$ cat config.mk
export PLATFORM = sky130hd
export DESIGN_NAME = bullet_scheduler
export DESIGN_NICKNAME = d
export VERILOG_FILES = /design/src/rtl/bullet_scheduler.sv
export SDC_FILE = /design/constraint.sdc
export NUM_CORES = 1
export LEC_CHECK = 0
export ABC_CLOCK_PERIOD_IN_PS = 3800
export BUFFER_PORTS_ARGS = -buffer_cell sky130_fd_sc_hd__buf_2
export CORE_ASPECT_RATIO = 1.1
export CORE_UTILIZATION = 30
export DETAILED_ROUTE_END_ITERATION = 10
export SLEW_MARGIN = 20
export SYNTH_ARGS = -nofsm -noshare
export SYNTH_HDL_FRONTEND = slang
export SYNTH_SLANG_ARGS = --single-unit
$ cat constraint.sdc
create_clock -name frame_clk -period 3.8 [get_ports frame_clk]
set_input_delay 0.76 -clock frame_clk [delete_from_list [all_inputs] [get_ports frame_clk]]
set_output_delay 0.76 -clock frame_clk [all_outputs]
set_load 0.01 [all_outputs]
$ cat src/rtl/bullet_scheduler.sv
// bullet_scheduler: shares a pool of bullet slots between two tanks.
// Each frame it decodes both fire keys from the USB keycode word and applies
// the per-tank cooldown and bullet limits. It grants at most one slot per
// frame, using round-robin on contested frames, and ages or retires live slots.
// Optional build macro BULLET_SCHED_STATS_EN adds saturating per-tank shot
// counters (shots1, shots2).
module bullet_scheduler #(
   parameter int unsigned NUM_SLOTS    = 4,
   parameter int unsigned MAX_PER_TANK = 2,
   parameter int unsigned LIFETIME     = 600,
   parameter int unsigned COOLDOWN     = 15,
   parameter logic [7:0]  FIRE1_KEY    = 8'h2C,
   parameter logic [7:0]  FIRE2_KEY    = 8'h28
) (
   input  logic                 frame_clk,
   input  logic                 Reset,
   input  logic [31:0]          keycode,
   input  logic                 round_clear,
   input  logic [9:0]           tank1_x,
   input  logic [9:0]           tank1_y,
   input  logic [4:0]           tank1_angle,
   input  logic [9:0]           tank2_x,
   input  logic [9:0]           tank2_y,
   input  logic [4:0]           tank2_angle,
   input  logic [NUM_SLOTS-1:0] slot_kill,
   output logic [NUM_SLOTS-1:0] slot_active,
   output logic [NUM_SLOTS-1:0] slot_owner,
   output logic [NUM_SLOTS-1:0] spawn_stb,
   output logic [9:0]           spawn_x,
   output logic [9:0]           spawn_y,
   output logic [4:0]           spawn_angle
`ifdef BULLET_SCHED_STATS_EN
   ,
   output logic [15:0]          shots1,
   output logic [15:0]          shots2
`endif
);

   localparam int unsigned LIFE_W = $clog2(LIFETIME + 1);
   localparam int unsigned CD_W   = $clog2(COOLDOWN + 1);
   localparam int unsigned CNT_W  = $clog2(NUM_SLOTS + 1);
   localparam int unsigned IDX_W  = (NUM_SLOTS > 1) ? $clog2(NUM_SLOTS) : 1;

   typedef enum logic {TANK1 = 1'b0, TANK2 = 1'b1} tank_e;

   logic [LIFE_W-1:0] life [NUM_SLOTS];
   logic [CD_W-1:0]   cd1, cd2;
   logic              pend1, pend2;
   logic              fire1_prev, fire2_prev;
   tank_e             ptr;

   logic              fire1_lvl, fire2_lvl;
   logic              accept1, accept2;
   logic [CNT_W-1:0]  owned1, owned2;
   logic              free_vld;
   logic [IDX_W-1:0]  free_idx;
   logic              grant, grant1, grant2;
   tank_e             grant_tank;

   // Key decode, ownership counts, free-slot search and the grant decision
   always_comb begin
      fire1_lvl = 1'b0;
      fire2_lvl = 1'b0;
      for (int unsigned b = 0; b < 4; b++) begin
         if (keycode[8*b +: 8] == FIRE1_KEY) fire1_lvl = 1'b1;
         if (keycode[8*b +: 8] == FIRE2_KEY) fire2_lvl = 1'b1;
      end

      owned1 = '0;
      owned2 = '0;
      for (int unsigned i = 0; i < NUM_SLOTS; i++) begin
         if (slot_active[i]) begin
            if (slot_owner[i]) owned2 = owned2 + CNT_W'(1);
            else               owned1 = owned1 + CNT_W'(1);
         end
      end

      // Scan from the top so that the lowest free index wins
      free_vld = 1'b0;
      free_idx = '0;
      for (int unsigned i = NUM_SLOTS; i > 0; i--) begin
         if (!slot_active[i-1]) begin
            free_vld = 1'b1;
            free_idx = IDX_W'(i - 1);
         end
      end

      accept1 = fire1_lvl && !fire1_prev && (cd1 == '0) &&
                (owned1 < CNT_W'(MAX_PER_TANK)) && !pend1;
      accept2 = fire2_lvl && !fire2_prev && (cd2 == '0) &&
                (owned2 < CNT_W'(MAX_PER_TANK)) && !pend2;

      grant      = free_vld && (pend1 || pend2);
      grant_tank = TANK1;
      if (pend1 && pend2) grant_tank = ptr;
      else if (pend2)     grant_tank = TANK2;
      grant1 = grant && (grant_tank == TANK1);
      grant2 = grant && (grant_tank == TANK2);
   end

   // Slot pool, per-tank pend/cooldown, round-robin pointer and spawn outputs
   always_ff @(posedge frame_clk or posedge Reset) begin
      if (Reset) begin
         slot_active <= '0;
         slot_owner  <= '0;
         spawn_stb   <= '0;
         spawn_x     <= '0;
         spawn_y     <= '0;
         spawn_angle <= '0;
         for (int unsigned i = 0; i < NUM_SLOTS; i++) life[i] <= '0;
         cd1         <= '0;
         cd2         <= '0;
         pend1       <= 1'b0;
         pend2       <= 1'b0;
         fire1_prev  <= 1'b0;
         fire2_prev  <= 1'b0;
         ptr         <= TANK1;
      end else begin
         fire1_prev <= fire1_lvl;
         fire2_prev <= fire2_lvl;
         if (round_clear) begin
            slot_active <= '0;
            slot_owner  <= '0;
            spawn_stb   <= '0;
            spawn_x     <= '0;
            spawn_y     <= '0;
            spawn_angle <= '0;
            for (int unsigned i = 0; i < NUM_SLOTS; i++) life[i] <= '0;
            cd1         <= '0;
            cd2         <= '0;
            pend1       <= 1'b0;
            pend2       <= 1'b0;
            ptr         <= TANK1;
         end else begin
            if (grant1)                 cd1 <= CD_W'(COOLDOWN);
            else if (cd1 != '0)         cd1 <= cd1 - CD_W'(1);
            if (grant2)                 cd2 <= CD_W'(COOLDOWN);
            else if (cd2 != '0)         cd2 <= cd2 - CD_W'(1);

            if (grant1)                 pend1 <= 1'b0;
            else if (accept1)           pend1 <= 1'b1;
            if (grant2)                 pend2 <= 1'b0;
            else if (accept2)           pend2 <= 1'b1;

            if (grant && pend1 && pend2) ptr <= (ptr == TANK1) ? TANK2 : TANK1;

            // A grant only targets an inactive slot, so it never meets kill/expiry
            for (int unsigned i = 0; i < NUM_SLOTS; i++) begin
               if (grant && (free_idx == IDX_W'(i))) begin
                  slot_active[i] <= 1'b1;
                  slot_owner[i]  <= grant_tank;
                  life[i]        <= LIFE_W'(LIFETIME);
               end else if (slot_active[i]) begin
                  if (slot_kill[i] || (life[i] == LIFE_W'(1))) begin
                     slot_active[i] <= 1'b0;
                     life[i]        <= '0;
                  end else begin
                     life[i] <= life[i] - LIFE_W'(1);
                  end
               end
            end

            spawn_stb <= '0;
            if (grant) begin
               spawn_stb[free_idx] <= 1'b1;
               spawn_x     <= grant1 ? tank1_x     : tank2_x;
               spawn_y     <= grant1 ? tank1_y     : tank2_y;
               spawn_angle <= grant1 ? tank1_angle : tank2_angle;
            end
         end
      end
   end

`ifdef BULLET_SCHED_STATS_EN
   // Saturating shot counters; they survive round_clear and reset only on Reset
   always_ff @(posedge frame_clk or posedge Reset) begin
      if (Reset) begin
         shots1 <= '0;
         shots2 <= '0;
      end else if (!round_clear) begin
         if (grant1 && (shots1 != '1)) shots1 <= shots1 + 16'd1;
         if (grant2 && (shots2 != '1)) shots2 <= shots2 + 16'd1;
      end
   end
`endif

endmodule

== Word level (Yosys, flattened, before mapping) ==
Index checks and enable logic that the tools add are counted.

* Input port bits: 89
* Word-level logic and storage cells: 192
* Register bits: 90

* Bitwise operators: 1
* Magnitude comparators: 4
* Eq/ne operators: 15
* Reduce and logical (&&, ||, !) cells: 47
* Add/sub/neg operators: 12
* Mux-type cells: 93

{| class="wikitable"
|+ Operator list
! cell !! number
|-
| 10-bit 2-to-1 mux || 18
|-
| 8-bit by 6-bit equality test with 1-bit output, second input constant || 8
|-
| 1-bit 2-to-1 mux || 44
|-
| 10-bit by 1-bit equality test with 1-bit output, second input constant || 4
|-
| 4-bit 2-to-1 mux || 10
|-
| 40-bit 2-to-1 mux || 1
|-
| 10-bit by 1-bit subtractor with 10-bit output, second input constant || 4
|-
| 3-bit 2-to-1 mux || 12
|-
| 3-bit nonzero test || 8
|-
| 1-bit logical AND || 19
|-
| 3-bit by 1-bit adder with 3-bit output, second input constant || 6
|-
| 5-bit 2-to-1 mux || 3
|-
| 2-bit nonzero test || 6
|-
| 4-bit zero test || 2
|-
| 2-bit 2-to-1 mux || 4
|-
| 4-bit nonzero test || 2
|-
| 4-bit by 1-bit subtractor with 4-bit output, second input constant || 2
|-
| 3-bit by 2-bit less-than comparator with 1-bit output, second input constant || 2
|-
| 1-bit logical OR || 5
|-
| 2-bit equality test, second input constant || 2
|-
| 1-bit zero test || 4
|-
| 2-bit by 3-bit less-than comparator with 1-bit output, second input constant || 1
|-
| 1-bit demux with 2-bit select || 1
|-
| 2-bit by 1-bit equality test with 1-bit output, second input constant || 1
|-
| 3 further kinds || 3
|}

== Depth between registers and ports, before layout ==
* Depth in word-level cells: 17
* Depth in mapped cells: 11

== Worst setup path after synthesis ==
OpenSTA, ideal clock, no wires.

* Path kind: register -> register
* Start: reg slot_active[0]
* End: reg pend1
* Setup slack: 952 ps
* Arrival time: 2780 ps
* Library setup time: 68 ps
* Stages on the path, launching flop included: 12
* Required time: 3732 ps
* Buffers on the path: 1
* Path through: dfrtp_1 clkbuf_1 nor2b_1 ha_1 mux2_2 ha_1 mux2_2 ha_1 nand3b_1 xor2_1 a2111oi_0 a32o_1

* Longest elaborated chain between the ends: 14
* Elaborated cells between the ends (all ways): 19
* Classes of those cells: add/sub: 3; order compare: 1; mux: 10; reduce/logical: 5

{| class="wikitable"
|+ Ends and longest elaborated chain
! what !! RTL line !! source
|-
| from (decl) || 26 || <nowiki>output logic [NUM_SLOTS-1:0] slot_active,</nowiki>
|-
| from (signal assigned) || 104 || <nowiki>slot_active <= '0;</nowiki>
|-
| from (signal assigned) || 122 || <nowiki>slot_active <= '0;</nowiki>
|-
| from (signal, indexed assignment) || 150 || <nowiki>slot_active[i] <= 1'b1;</nowiki>
|-
| 1-bit 2-to-1 mux || 72 || <nowiki>if (slot_active[i]) begin</nowiki>
|-
| 3-bit by 1-bit adder with 3-bit output || 74 || <nowiki>else owned1 = owned1 + CNT_W'(1);</nowiki>
|-
| 3-bit 2-to-1 mux || 73 || <nowiki>if (slot_owner[i]) owned2 = owned2 + CNT_W'(1);</nowiki>
|-
| 3-bit 2-to-1 mux || 72 ||
|-
| 3-bit by 1-bit adder with 3-bit output || 74 ||
|-
| 3-bit 2-to-1 mux || 73 ||
|-
| 3-bit 2-to-1 mux || 72 ||
|-
| 3-bit by 1-bit adder with 3-bit output || 74 ||
|-
| 3-bit 2-to-1 mux || 73 ||
|-
| 3-bit 2-to-1 mux || 72 ||
|-
| 3-bit by 2-bit less-than comparator with 1-bit output || 89 || <nowiki>(owned1 < CNT_W'(MAX_PER_TANK)) && !pend1;</nowiki>
|-
| 1-bit logical AND || 88 || <nowiki>accept1 = fire1_lvl && !fire1_prev && (cd1 == '0) &&</nowiki>
|-
| 1-bit logical AND || 89 ||
|-
| 3-bit nonzero test (no line) || - ||
|-
| to (signal assigned) || 113 || <nowiki>pend1 <= 1'b0;</nowiki>
|-
| to (signal assigned) || 131 || <nowiki>pend1 <= 1'b0;</nowiki>
|-
| to (signal assigned) || 140 || <nowiki>if (grant1) pend1 <= 1'b0;</nowiki>
|-
| to (decl) || 48 || <nowiki>logic pend1, pend2;</nowiki>
|}

Parallel ways exist; a longest one is shown, timed or not.
A chain may end at the register's enable or synchronous reset.

== Worst setup path in the final report ==
Same ends and word-level chain as after synthesis.

==> out/results.tsv <==
metric	value	unit
Design Area, Final	6246	um^2
pwr/cell area	410.6	nW/um^2
Initial Util	0.3097	
total number of vias	4639	
area grow syn2layout	21.85	%
initial antenna violation count	0	
post-cts resize count	0	
crit path DAT	2.95	ns
CTS tree	built	
part of the power in combinational logic	0.208	
Sw Ratio	0.2835	
Area contributors post-synth	dfrtp_1, nand2_1, nor2_1	
Tmin final	2.669	ns
site row count	49	
P_int	1.838	mW
Fmax	0.3747	GHz
mapped cell area	5126	um^2
largest net degree at the start of global routing	59	
RSZ-0062 raised after global routing	no	
Slew Limit Fails	0	
H-tree levels	3	
nets	795	
P_sw	0.7271	mW
GRT overflow	0	
Fin. Hold Viols	0	
PnR worst setup slack	1.131	ns
Critical Path Start Type	flip-flop	
Num CTS Buffers	9	
crit path to	pend1	
CP endpoint kind	flip-flop	
critical path type	flip-flop to flip-flop	
Port Buffers	125	
Total GRT Usage	0.1497	
CTS sink count	90	
number of global-route vias before repair	4372	
reg2reg setup slack	1.13	ns
# diodes	0	
clk root buf	clkbuf_16	
detailed placer's ending HPWL	9.045	mm
total wire length	12.80	mm
core area	16550	um^2
r2r endpoint	pend1	
most numerous cell in the Yosys netlist	dfrtp_1	
Reg2Reg Depth	10	
outcome	finished clean	
pre-CTS setup slack	1.169	ns
post-synthesis cell type count	60	
Ys Warns	0	
share of layout cells above drive strength 1	0.2540	
VDD IR-drop max	218.3	uV
Worst-path clk slew	0.07	ns
Synth top cells by count	dfrtp_1, nand2_1, nor2_1	
routability cong.	0.8386	
die height	139.1	um
period utilization	0.7022	
ys async rst share	1.000	
critical path launch point	slot_active[0]	
min-delay worst type	flip-flop to flip-flop	
clk buf depth	2	
vias per cell	5.172	
reg2reg start	slot_active[0]	
DRC viols	0	
clk_lat worst skew	0.35	ns
worst slew pin tran	1.058	ns
register area share after synthesis	0.4393	
first-pass GRT wire length	21.25	mm
Yosys top cell area share	0.4393	
Die W	126.6	um
Cell Area, Placed	5939	um^2
Setup Fix Bufs, Post-CTS	0	
max cap viols	0	
Mapped Cells	575	
number of routed nets with antenna violations	0	
Post-Syn Nets	682	
Final setup viols	0	
wire length per cell	14.27	um
Relative slew margins	0.2929	
cts hold-fix bufs	0	
worst path required time	4.08	ns
synthesis-stage register bit count	90	
CP max FO	4	
initial drt markers	230	
Mean Syn Cell Area	8.915	um^2
number of synthesized flops with an enable pin	0	
Synth area leader	dfrtp_1	
1st-pass router iterations	5	
clock network power share	0.360	
num ports	126	
LEAKAGE	2.927	nW
setup TNS	0	ns
Flop pwr share	0.432	
clock skew	0.008357	ns
Die ar.	17610	um^2
Most used DFF post-synth	dfrtp_1	
worst min-delay path by stage:
| stage | startpoint | endpoint | slack [ns] | depth (start not counted) |
|---|---|---|---|---|
| finish | life[23] | life[23] | 0.53 | 1 |
| global route | life[23] | life[23] | 0.57 | 1 |
| CTS | life[23] | life[23] | 0.53 | 1 |
| detailed placement | life[23] | life[23] | 0.51 | 1 |
| global placement | life[23] | life[23] | 0.51 | 1 |
| floorplan | life[23] | life[23] | 0.48 | 1 |
power by group through the flow:
stage / combinational, mW / sequential [mW] / clock [mW]
after floorplan: 0.405 / 1.11 / 0
after global placement: 0.536 / 1.12 / 0
after detailed placement: 0.539 / 1.13 / 0
after CTS: 0.543 / 1.11 / 0.955
after global routing: 0.616 / 1.12 / 0.991
final: 0.533 / 1.11 / 0.923
cell type report:
cell class	count	area [um^2]
Fill cell	1682	10310
Multi-Input combinational cell	433	2673
Sequential cell	90	2252
Timing Repair Buffer	131	670.6
Tap cell	204	255.2
Clock buffer	12	256.5
Inverter	23	88.84
Clock inverter	4	50.05
registers in the layout, indices dropped and copies added, names as in the netlist, 4 cells and up:
name / count
cd1: 4
slot_owner: 4
spawn_angle: 5
spawn_y: 10
slot_active: 4
spawn_x: 10
life: 40
spawn_stb: 4
cd2: 4
logic make-up after synthesis:
| logic type | Yosys count | share of synthesized area |
|---|---|---|
| xor+xnor | 20 | 0.03417 |
| mux | 9 | 0.01879 |
| flops | 90 | 0.4393 |
| simple gates | 259 | 0.2526 |
| compound gates | 127 | 0.1716 |
| fa+ha+maj | 18 | 0.04394 |
| buf+inv | 52 | 0.03954 |
per-stage QoR:
step	power (mW)	hold WS (ns)	util	std cells
2_1_floorplan	1.519	0.4807	-	575
3_3_place_gp	1.661	0.5133	0.3588	881
3_5_place_dp	1.664	0.5122	0.3588	881
4_1_cts	2.607	0.5269	0.3773	897
5_1_grt	2.726	0.5742	0.3773	897
6_report	2.565	0.5279	0.3773	897
per-layer routing:
layer / vias to the layer above / part of all wire / global-route usage
met2: 166 / 0.44 / 0.2370
met4: 0 / 0.011 / 0.04502
met1: 2153 / 0.47 / 0.1923
met3: 13 / 0.075 / 0.05054
li1: 2307 / - / -
met5: - / 0 / 0
critical path, stage by stage, from the launching register on:
cell	delay [ns]
dfrtp_1	0.41
nor2b_1	0.15
ha_1	0.26
mux2_2	0.29
ha_1	0.27
mux2_2	0.28
ha_1	0.19
nand3b_1	0.09
xor2_1	0.07
a2111oi_0	0.38
a32o_1	0.22
cell usage in the layout, fill, tap and decap left out, types with 5 or more instances in the layout:
cell | Yosys | final
o21ai_0 | 22 | 22
clkbuf_16 | 0 | 9
nor4b_1 | 5 | 5
nor4_1 | 6 | 6
inv_1 | 22 | 21
nand3b_1 | 5 | 5
xnor2_1 | 15 | 15
nand4_1 | 6 | 6
or3b_2 | 9 | 9
a31oi_1 | 12 | 12
nor2_1 | 64 | 64
or3_1 | 8 | 8
buf_4 | 0 | 6
ha_1 | 18 | 18
a311oi_1 | 27 | 27
buf_2 | 6 | 125
mux2_2 | 5 | 5
nand3_1 | 16 | 16
nand2_1 | 77 | 77
or2_2 | 8 | 8
xor2_1 | 5 | 5
nor3_1 | 24 | 24
nand2b_1 | 6 | 6
dfrtp_1 | 90 | 90
and2_1 | 7 | 6
a21oi_1 | 28 | 28
(Power assumes the default switching activity.)
